File: src/rtl/prestep_scheduler.sv
// Walks the active contacts once per physics step: fetch operands, restart the pre-step
// datapath, wait for completion, commit results. Optional skip support: PRESTEP_SCHED_SKIP_EN.
module prestep_scheduler #(
    parameter int MAX_CONTACTS = 64,
    parameter int AW           = 6,
    parameter int TIMEOUT      = 31
) (
    input  logic          clk,
    input  logic          rst,
    input  logic          start,
    input  logic [AW:0]   num_contacts,
    output logic          busy,
    output logic          done,
    output logic          err,
    output logic          ct_rd_en,
    output logic [AW-1:0] ct_rd_addr,
    input  logic          ct_rd_valid,
    input  logic          ct_skip,
    output logic          ps_rst,
    input  logic          ps_done,
    output logic          res_wr_en,
    output logic [AW-1:0] res_wr_addr,
    output logic [2:0]    dbg_state
);

    localparam int TW = (TIMEOUT < 2) ? 1 : $clog2(TIMEOUT + 1);
    localparam logic [AW:0]   MAX_N = (AW + 1)'(MAX_CONTACTS);
    localparam logic [TW-1:0] T_LAST = TW'(TIMEOUT - 1);

    typedef enum logic [2:0] {
        S_IDLE      = 3'd0,
        S_FETCH     = 3'd1,
        S_WAIT_DATA = 3'd2,
        S_KICK      = 3'd3,
        S_RUN       = 3'd4,
        S_WRITE     = 3'd5,
        S_DONE      = 3'd6
    } state_t;

    state_t        state, state_d;
    logic [AW-1:0] idx, idx_d;
    logic [AW:0]   n_q, n_d;
    logic [TW-1:0] tcnt, tcnt_d;
    logic          err_q, err_d;
    logic [AW:0]   n_clamp;
    logic          last;

    assign n_clamp = (num_contacts > MAX_N) ? MAX_N : num_contacts;
    // n_q is at least 1 whenever this is consulted, so the subtraction cannot underflow.
    assign last    = ({1'b0, idx} == (n_q - 1'b1));

    always_ff @(posedge clk or posedge rst) begin
        if (rst) begin
            state <= S_IDLE;
            idx   <= '0;
            n_q   <= '0;
            tcnt  <= '0;
            err_q <= 1'b0;
        end else begin
            state <= state_d;
            idx   <= idx_d;
            n_q   <= n_d;
            tcnt  <= tcnt_d;
            err_q <= err_d;
        end
    end

    always_comb begin
        state_d = state;
        idx_d   = idx;
        n_d     = n_q;
        tcnt_d  = tcnt;
        err_d   = err_q;
        case (state)
            S_IDLE: begin
                if (start) begin
                    n_d     = n_clamp;
                    idx_d   = '0;
                    err_d   = 1'b0;
                    state_d = (n_clamp == '0) ? S_DONE : S_FETCH;
                end
            end
            S_FETCH: state_d = S_WAIT_DATA;
            S_WAIT_DATA: begin
`ifdef PRESTEP_SCHED_SKIP_EN
                if (ct_rd_valid && ct_skip) begin
                    if (last) begin
                        state_d = S_DONE;
                    end else begin
                        idx_d   = idx + 1'b1;
                        state_d = S_FETCH;
                    end
                end else if (ct_rd_valid) begin
                    state_d = S_KICK;
                end
`else
                if (ct_rd_valid) state_d = S_KICK;
`endif
            end
            S_KICK: begin
                tcnt_d  = '0;
                state_d = S_RUN;
            end
            S_RUN: begin
                if (ps_done) begin
                    state_d = S_WRITE;
                end else if (tcnt == T_LAST) begin
                    // This RUN cycle is the TIMEOUT-th without completion: abort the pass.
                    err_d   = 1'b1;
                    state_d = S_DONE;
                end else begin
                    tcnt_d = tcnt + 1'b1;
                end
            end
            S_WRITE: begin
                if (last) begin
                    state_d = S_DONE;
                end else begin
                    idx_d   = idx + 1'b1;
                    state_d = S_FETCH;
                end
            end
            S_DONE:  state_d = S_IDLE;
            default: state_d = S_IDLE;
        endcase
    end

`ifndef PRESTEP_SCHED_SKIP_EN
    logic unused_skip;
    assign unused_skip = ct_skip;
`endif

    assign busy        = (state != S_IDLE);
    assign done        = (state == S_DONE);
    assign err         = err_q;
    assign ct_rd_en    = (state == S_FETCH);
    assign ps_rst      = (state == S_KICK);
    assign res_wr_en   = (state == S_WRITE);
    assign ct_rd_addr  = idx;
    assign res_wr_addr = idx;
    assign dbg_state   = state;

endmodule

File: config.mk
export PLATFORM = sky130hd
export DESIGN_NAME = prestep_scheduler
export DESIGN_NICKNAME = d
export VERILOG_FILES = /design/src/rtl/prestep_scheduler.sv
export SDC_FILE = /design/constraint.sdc
export NUM_CORES = 1
export LEC_CHECK = 0
export ABC_AREA = 1
export CORE_UTILIZATION = 29
export CTS_BUF_LIST = sky130_fd_sc_hd__clkbuf_4 sky130_fd_sc_hd__clkbuf_8
export CTS_CLUSTER_DIAMETER = 200
export DETAILED_ROUTE_END_ITERATION = 8
export SETUP_SLACK_MARGIN = 0.2
export SLEW_MARGIN = 20
export SYNTH_ARGS = -nofsm -noshare
export SYNTH_HDL_FRONTEND = slang
export SYNTH_SLANG_ARGS = --single-unit
File: constraint.sdc
create_clock -name clk -period 1.7 [get_ports clk]
set_input_delay 0.34 -clock clk [delete_from_list [all_inputs] [get_ports clk]]
set_output_delay 0.34 -clock clk [all_outputs]
set_load 0.005 [all_outputs]
* Yosys cells after proc, flatten, opt, wreduce, memory -nomap -nowiden
Cells that the tools add are included.
** Storage, ports and cells
- Register bits after elaboration :: 22
- Input bits :: 13
- Output and inout bits :: 21
- Word-level logic and storage cells :: 53
** Operators by class
- $add $sub $neg :: 3
- Magnitude comparators :: 1
- Eq/ne operators :: 15
- Mux-type cells :: 18
- Reductions and logical operators :: 11
** Operator list (number)
- $mux W3 :: 6
- $pmux W3 S6 :: 1
- $mux W6 :: 2
- $ne A2 B2 Y1 const B :: 6
- $pmux W6 S2 :: 1
- $mux W5 :: 2
- $pmux W5 S2 :: 1
- $eq A3 B3 Y1 const B :: 3
- $reduce_and A3 Y1 :: 3
- $eq A6 B7 Y1 :: 1
- $gt A7 B7 Y1 const B :: 1
- $logic_not A7 Y1 :: 1
- $mux W7 :: 1
- $sub A7 B1 Y7 const B :: 1
- $add A6 B1 Y6 const B :: 1
- $eq A3 B2 Y1 const B :: 2
- $reduce_bool A2 Y1 :: 3
- $add A5 B1 Y5 const B :: 1
- $eq A5 B5 Y1 const B :: 1
- $reduce_and A4 Y1 :: 1
- $eq A3 B1 Y1 const B :: 1
- $logic_not A3 Y1 :: 1
- $mux W1 :: 3
- $ne A3 B3 Y1 const B :: 1
- other kinds (3) :: 3

* Longest topological paths before layout
- Depth in word-level cells :: 6
- Depth in mapped cells :: 14
- Gate-level depth less buffers :: 14

* Worst setup path after synthesis
Ideal clock, no wire load.
- Path kind :: register -> register
- Start :: register n_q[0]
- End :: register idx[5], in the netlist ct_rd_addr[5]
- Library setup time :: 0.117 ns
- Arrival :: 1.442 ns
- Required time :: 1.583 ns
- Path slack :: 0.142 ns
- Cell stages (with the launch flop) :: 14
- Buffers on the path :: 0
- Period minus slack after synthesis :: 1.558 ns
- Cells stage by stage :: dfrtp_1 -> inv_1 -> ha_1 -> nand2_1 -> nor2_2 -> nand2_1 -> nand2_1 -> nand2_1 -> nor2_1 -> nand2_1 -> nand2_4 -> nand2_4 -> nand2_1 -> nand2_1
** Between the ends
- Word-level cells in the longest chain between the ends :: 4
** RTL lines
- from (decl) :: RTL line 42 : logic [AW:0] n_q, n_d;
- from (signal assigned) :: RTL line 62 : n_q <= n_d;
- $sub A7 B1 Y7 :: RTL line 50 : assign last = ({1'b0, idx} == (n_q - 1'b1));
- $eq A6 B7 Y1 :: RTL line 50
- $ne A2 B2 Y1 (no source line)
- $reduce_and A3 Y1 (no source line)
- to (signal assigned) :: RTL line 61 : idx <= idx_d;
- to (decl) :: RTL line 41 : logic [AW-1:0] idx, idx_d;
No other way between the ends.
A chain may end at the register's enable or synchronous reset.

* Final worst setup path
- Start :: register n_q[0]
- End :: register state[2], in the netlist dbg_state[2]
** Between the ends
- Word-level cells in the longest chain between the ends :: 4
** RTL lines
- $sub A7 B1 Y7 :: RTL line 50
- $eq A6 B7 Y1 :: RTL line 50
- $mux W3 :: RTL line 116 : if (last) begin
- $pmux W3 S6 :: RTL line 74 : case (state)
- to (signal assigned) :: RTL line 60 : state <= state_d;
- to (decl) :: RTL line 40 : state_t state, state_d;
No other way between the ends.

==> flow_summary.html <==
<table>
<tr><th>Metric</th><th>Value</th></tr>
<tr><th colspan="2">Synth</th></tr>
<tr><td>Fraction of the mapped netlist area in adder cells</td><td>3.21%</td></tr>
<tr><td>Multiplexer area fraction after synthesis</td><td>0%</td></tr>
<tr><td>Mean cell area of the mapped netlist</td><td>7.05 um2</td></tr>
<tr><td>Synthesized Nets</td><td>238</td></tr>
<tr><td>Distinct cells, synth</td><td>26</td></tr>
<tr><td>Post-synthesis sequential area ratio</td><td>35.3%</td></tr>
<tr><td>Area fraction in and, or, nand and nor cells after synthesis</td><td>41.2%</td></tr>
<tr><td>Post-synthesis xor/xnor area fraction</td><td>4.49%</td></tr>
<tr><td>Fraction of post-synthesis cell area in the top cell type by area</td><td>35.3%</td></tr>
<tr><td>Leading post-synthesis cells by cell area</td><td>sky130_fd_sc_hd__dfrtp_1, sky130_fd_sc_hd__nand2_1, sky130_fd_sc_hd__nand3_1</td></tr>
<tr><td>Number of instances in the synthesized netlist</td><td>221</td></tr>
<tr><td>Total of flip-flops plus latches after synthesis</td><td>22</td></tr>
<tr><td>Dominant combinational cell family by area after synthesis</td><td>simple AND/OR/NAND/NOR gates</td></tr>
<tr><td>Cell type contributing the most total cell area after synthesis</td><td>sky130_fd_sc_hd__dfrtp_1</td></tr>
<tr><td>Synth warn</td><td>0</td></tr>
<tr><td>Compound-cell area share of the yosys netlist</td><td>4.98%</td></tr>
<tr><td>Area of the mapped netlist</td><td>0.00156 mm2</td></tr>
<tr><th colspan="2">Power</th></tr>
<tr><td>Switching share of power</td><td>41.7%</td></tr>
<tr><td>Net Switching</td><td>1.44 mW</td></tr>
<tr><td>Power density normalized to cell area</td><td>1370 mW/mm2</td></tr>
<tr><td>Reported leakage power</td><td>1.38 nW</td></tr>
<tr><td>Power share of the sequential group</td><td>22.9%</td></tr>
<tr><td>Internal portion of total power</td><td>2.02 mW</td></tr>
<tr><td>Peak VDD IR</td><td>0.972 mV</td></tr>
<tr><td>Relative contribution of the clock network to total power</td><td>14.6%</td></tr>
<tr><td>Power share of the combinational group</td><td>62.5%</td></tr>
<tr><th colspan="2">STA</th></tr>
<tr><td>Final cycle utilization of the critical path</td><td>96.4%</td></tr>
<tr><td>Relative slew margins</td><td>76.2%</td></tr>
<tr><td>Crit path time final</td><td>1.64 ns</td></tr>
<tr><td>Highest achievable clock rate</td><td>610 MHz</td></tr>
<tr><td>Clk_skew</td><td>0.00625 ns</td></tr>
<tr><td>Transition time at the pin with the least slew margin</td><td>0.355 ns</td></tr>
<tr><td>Unrepaired setup endpoints after global routing</td><td>yes</td></tr>
<tr><td>Count of endpoints failing setup in the final report</td><td>0</td></tr>
<tr><td>Hold Vio Cnt, Final</td><td>0</td></tr>
<tr><td>Post-layout worst setup margin</td><td>0.0612 ns</td></tr>
<tr><td>Max Transition Viols Final</td><td>0</td></tr>
<tr><th colspan="2">Finish</th></tr>
<tr><td>Synth-to-layout area growth</td><td>61.7%</td></tr>
<tr><td>Filler Cell Count</td><td>512</td></tr>
<tr><td>Area of the multi-input gates</td><td>0.00101 mm2</td></tr>
<tr><td>Layout Cell Area excl Fill</td><td>0.00252 mm2</td></tr>
<tr><td>Fraction of layout cells with a size suffix above 1</td><td>37.8%</td></tr>
<tr><td>Final core utilization</td><td>49.1%</td></tr>
<tr><td>Sequential cell area</td><td>559 um2</td></tr>
<tr><td># nets final</td><td>309</td></tr>
<tr><td>Antenna diodes</td><td>0</td></tr>
<tr><th colspan="2">Clock tree</th></tr>
<tr><td>Total clock buffers created by CTS</td><td>3</td></tr>
<tr><td>Clock Sinks</td><td>22</td></tr>
<tr><td>CTS Root Cell</td><td>sky130_fd_sc_hd__clkbuf_8</td></tr>
<tr><td>CTS Hold Bufs</td><td>0</td></tr>
<tr><td>Level count of the clock H-tree</td><td>1</td></tr>
<tr><td>CTS tree</td><td>done</td></tr>
<tr><td>Skew-Pair Late Insertion Delay</td><td>0.27 ns</td></tr>
<tr><td>Clock slew at reported path FFs</td><td>0.09 ns</td></tr>
<tr><td>Longest Clk Path Bufs</td><td>2</td></tr>
<tr><th colspan="2">Worst setup path</th></tr>
<tr><td>Maximum single-stage delay on the critical path</td><td>0.39 ns</td></tr>
<tr><td>Data arrival at the endpoint of the critical path</td><td>1.84 ns</td></tr>
<tr><td>Crit path required time</td><td>1.90 ns</td></tr>
<tr><td>Cell occurring most often along the worst timing path</td><td>sky130_fd_sc_hd__nand2_1</td></tr>
<tr><td>Slowest cell on the critical path</td><td>sky130_fd_sc_hd__dfrtp_1</td></tr>
<tr><td>Buffering stage count on the worst path with inverters included</td><td>3</td></tr>
<tr><td>Endpoint class of the critical path</td><td>register</td></tr>
<tr><td>Family of cells with the greatest summed delay on the critical path</td><td>simple AND/OR/NAND/NOR gates</td></tr>
<tr><td>Worst-path cell chain</td><td>inv_2, ha_4, inv_2, nand2_1, nand2_1, nor2_2, nand2_2, nor2_4, buf_4, nand3_1, nand2_1, nand2_1, nand2_1</td></tr>
<tr><td>Maximum fanout along the worst path</td><td>2</td></tr>
<tr><td>Category of the most critical setup path</td><td>register to register</td></tr>
<tr><td>Startpoint Class</td><td>register</td></tr>
<tr><th colspan="2">Placement</th></tr>
<tr><td>Area after detailed placement</td><td>0.00202 mm2</td></tr>
<tr><td>IO Port Bufs</td><td>32</td></tr>
<tr><td>Weighted congestion at the end of routability-driven global placement</td><td>0.807</td></tr>
<tr><td>DP Wirelength</td><td>2.73 mm</td></tr>
<tr><td>Dpl ws</td><td>0.0350 ns</td></tr>
<tr><th colspan="2">Global route</th></tr>
<tr><td>Global-route usage over all layers</td><td>15.7%</td></tr>
<tr><td>First-pass GRT wire length</td><td>6.84 mm</td></tr>
<tr><td>Initial antenna violation count</td><td>0</td></tr>
<tr><td>Largest net degree at the start of global routing</td><td>23</td></tr>
<tr><td>Vias in the first global route</td><td>1603</td></tr>
<tr><td>GRT Residual Overflow</td><td>0</td></tr>
<tr><th colspan="2">Route</th></tr>
<tr><td>Routed length on met3</td><td>152 um</td></tr>
<tr><td>Routed WL per cell</td><td>11.8 um</td></tr>
<tr><td>Remaining routing DRC violations</td><td>0</td></tr>
<tr><td>DRC violation total after the first TritonRoute iteration</td><td>120</td></tr>
<tr><td>Vias per cell</td><td>4.52</td></tr>
<tr><td>Final ANT Viol Nets</td><td>0</td></tr>
<tr><td>Routed vias</td><td>1631</td></tr>
<tr><td>DRT Wirelength</td><td>4.28 mm</td></tr>
<tr><td>Routed length on met2</td><td>2.20 mm</td></tr>
<tr><td>Top routing layer used</td><td>met4</td></tr>
<tr><td>First-pass iteration count of the detailed router</td><td>4</td></tr>
<tr><td>Met1 WL</td><td>1.86 mm</td></tr>
<tr><th colspan="2">Floorplanning</th></tr>
<tr><td>Num ports</td><td>34</td></tr>
<tr><td>DIE AREA</td><td>0.00567 mm2</td></tr>
<tr><td>Starting density of the core</td><td>30.3%</td></tr>
<tr><td>Number of rows created at floorplan</td><td>26</td></tr>
<tr><td>DIE WIDTH</td><td>75.3 um</td></tr>
<tr><td>Die Height</td><td>75.3 um</td></tr>
<tr><td>Area of the placeable core</td><td>0.00514 mm2</td></tr>
<tr><th colspan="2">Status</th></tr>
<tr><td>Status</td><td>finished clean</td></tr>
<tr><th colspan="2">Hold path</th></tr>
<tr><td>Class of the tightest hold or removal check</td><td>primary input to asynchronous set/reset pin</td></tr>
<tr><th colspan="2">Flow run</th></tr>
<tr><td>Total of max-cap violations</td><td>0</td></tr>
</table>
==> final timing paths <==
check,start,end,slack (ns),depth (start not counted)
setup reg to reg,n_q[0],dbg_state[2],0.06,13
max in group asynchronous,rst,ct_rd_addr[5],1.04,3
min in group clk,n_q[6],n_q[6],0.56,2
hold reg to reg,n_q[6],n_q[6],0.56,2
setup / recovery,n_q[0],dbg_state[2],0.06,13
hold / removal,rst,ct_rd_addr[4],0.41,3
==> layout make-up <==
| cell class | count | share of cell area (%) |
|---|---|---|
| clock inverters | 1 | 1.19 |
| clock buffers | 3 | 1.64 |
| well taps | 70 | 3.47 |
| flip-flops and latches | 22 | 22.2 |
| repair buffers | 73 | 26.5 |
| multi-input cells | 164 | 40.1 |
| inverters | 28 | 4.86 |
==> cells in the final DEF (no fill, tap or decap), types with 3 or more instances in the layout <==
master / n
sky130_fd_sc_hd__nor2_4: 7
sky130_fd_sc_hd__clkbuf_8: 3
sky130_fd_sc_hd__inv_2: 10
sky130_fd_sc_hd__inv_1: 15
sky130_fd_sc_hd__buf_2: 4
sky130_fd_sc_hd__nand2_4: 6
sky130_fd_sc_hd__nor2_1: 18
sky130_fd_sc_hd__o21ai_1: 4
sky130_fd_sc_hd__nand2_2: 8
sky130_fd_sc_hd__buf_4: 28
sky130_fd_sc_hd__nand3_2: 3
sky130_fd_sc_hd__xor2_1: 4
sky130_fd_sc_hd__dlymetal6s2s_1: 8
sky130_fd_sc_hd__a21oi_1: 4
sky130_fd_sc_hd__nor3_4: 3
sky130_fd_sc_hd__nand2_1: 61
sky130_fd_sc_hd__xnor2_1: 4
sky130_fd_sc_hd__nor2_2: 3
sky130_fd_sc_hd__dfrtp_2: 7
sky130_fd_sc_hd__buf_6: 12
sky130_fd_sc_hd__dfrtp_1: 15
sky130_fd_sc_hd__nand3_1: 19
sky130_fd_sc_hd__dlygate4sd2_1: 6
sky130_fd_sc_hd__ha_1: 3
sky130_fd_sc_hd__clkdlybuf4s50_1: 12
==> repair_timing <==
item                                    CTS  global route
setup buffers                            20             7
pin swaps                                 8            19
cloned                                    1             1
resized for setup                        50            55
endpoints found under the setup margin   36            32
==> worst reg2reg max path: cells and delay by family (launching register included) <==
family	cells	cell delay, ns
fa+ha+maj	1	0.27
flops	1	0.39
buf+inv	3	0.21
simple gates	9	0.70
==> cell usage after synthesis <==
cell type,count
sky130_fd_sc_hd__nor2_2,2
sky130_fd_sc_hd__nor3_1,6
sky130_fd_sc_hd__nand2_4,4
sky130_fd_sc_hd__a21oi_1,5
sky130_fd_sc_hd__nor2_1,22
sky130_fd_sc_hd__xnor2_1,4
sky130_fd_sc_hd__inv_1,21
sky130_fd_sc_hd__inv_4,1
sky130_fd_sc_hd__inv_2,6
sky130_fd_sc_hd__nor2_4,4
sky130_fd_sc_hd__o21ai_0,6
sky130_fd_sc_hd__dfrtp_1,22
sky130_fd_sc_hd__nand4_1,2
sky130_fd_sc_hd__nand2_2,1
sky130_fd_sc_hd__nor3_4,1
sky130_fd_sc_hd__nor3b_1,1
sky130_fd_sc_hd__or2_2,1
sky130_fd_sc_hd__buf_2,1
sky130_fd_sc_hd__buf_6,1
sky130_fd_sc_hd__ha_1,4
sky130_fd_sc_hd__o31ai_1,2
sky130_fd_sc_hd__a211oi_1,1
sky130_fd_sc_hd__nand2_1,70
sky130_fd_sc_hd__nand3_1,23
sky130_fd_sc_hd__xor2_1,4
sky130_fd_sc_hd__buf_4,6
==> registers in the layout (all words and copies together) (netlist names) <==
| name | count |
|---|---|
| tcnt | 5 |
| n_q | 7 |
| dbg_state | 3 |
| err | 1 |
| ct_rd_addr | 6 |
==> power groups by stage <==
stage / combinational, mW / sequential [mW] / clock (mW)
floorplan: 0.933 / 0.799 / 0
global placement: 1.44 / 0.817 / 0
detailed placement: 1.46 / 0.821 / 0
CTS: 1.77 / 0.785 / 0.512
global route: 2.37 / 0.812 / 0.536
finish: 2.16 / 0.794 / 0.504
==> stage by stage <==
step / std cells / hold WS, ns / setup TNS, ns / total power [mW]
3_5_place_dp: 328 / 0.523 / 0 / 2.28
6_report: 361 / 0.406 / 0 / 3.46
4_1_cts: 353 / 0.408 / 0 / 3.06
3_3_place_gp: 328 / 0.509 / 0 / 2.26
5_1_grt: 361 / 0.438 / -0.249 / 3.71
2_1_floorplan: 221 / 0.329 / 0 / 1.73
==> routing by layer <==
layer	vias up	GRT usage (%)
met5	-	0
met4	0	3.70
met3	6	3.04
met2	34	30.0
met1	760	18.1
li1	831	-
==> logic make-up after synthesis <==
| kind of cell | after synthesis |
|---|---|
| flops | 22 |
| xor+xnor | 8 |
| simple gates | 137 |
| compound gates | 14 |
| fa+ha+maj | 4 |
| buf+inv | 36 |
No activity file was read; power rests on OpenSTA's default activity.
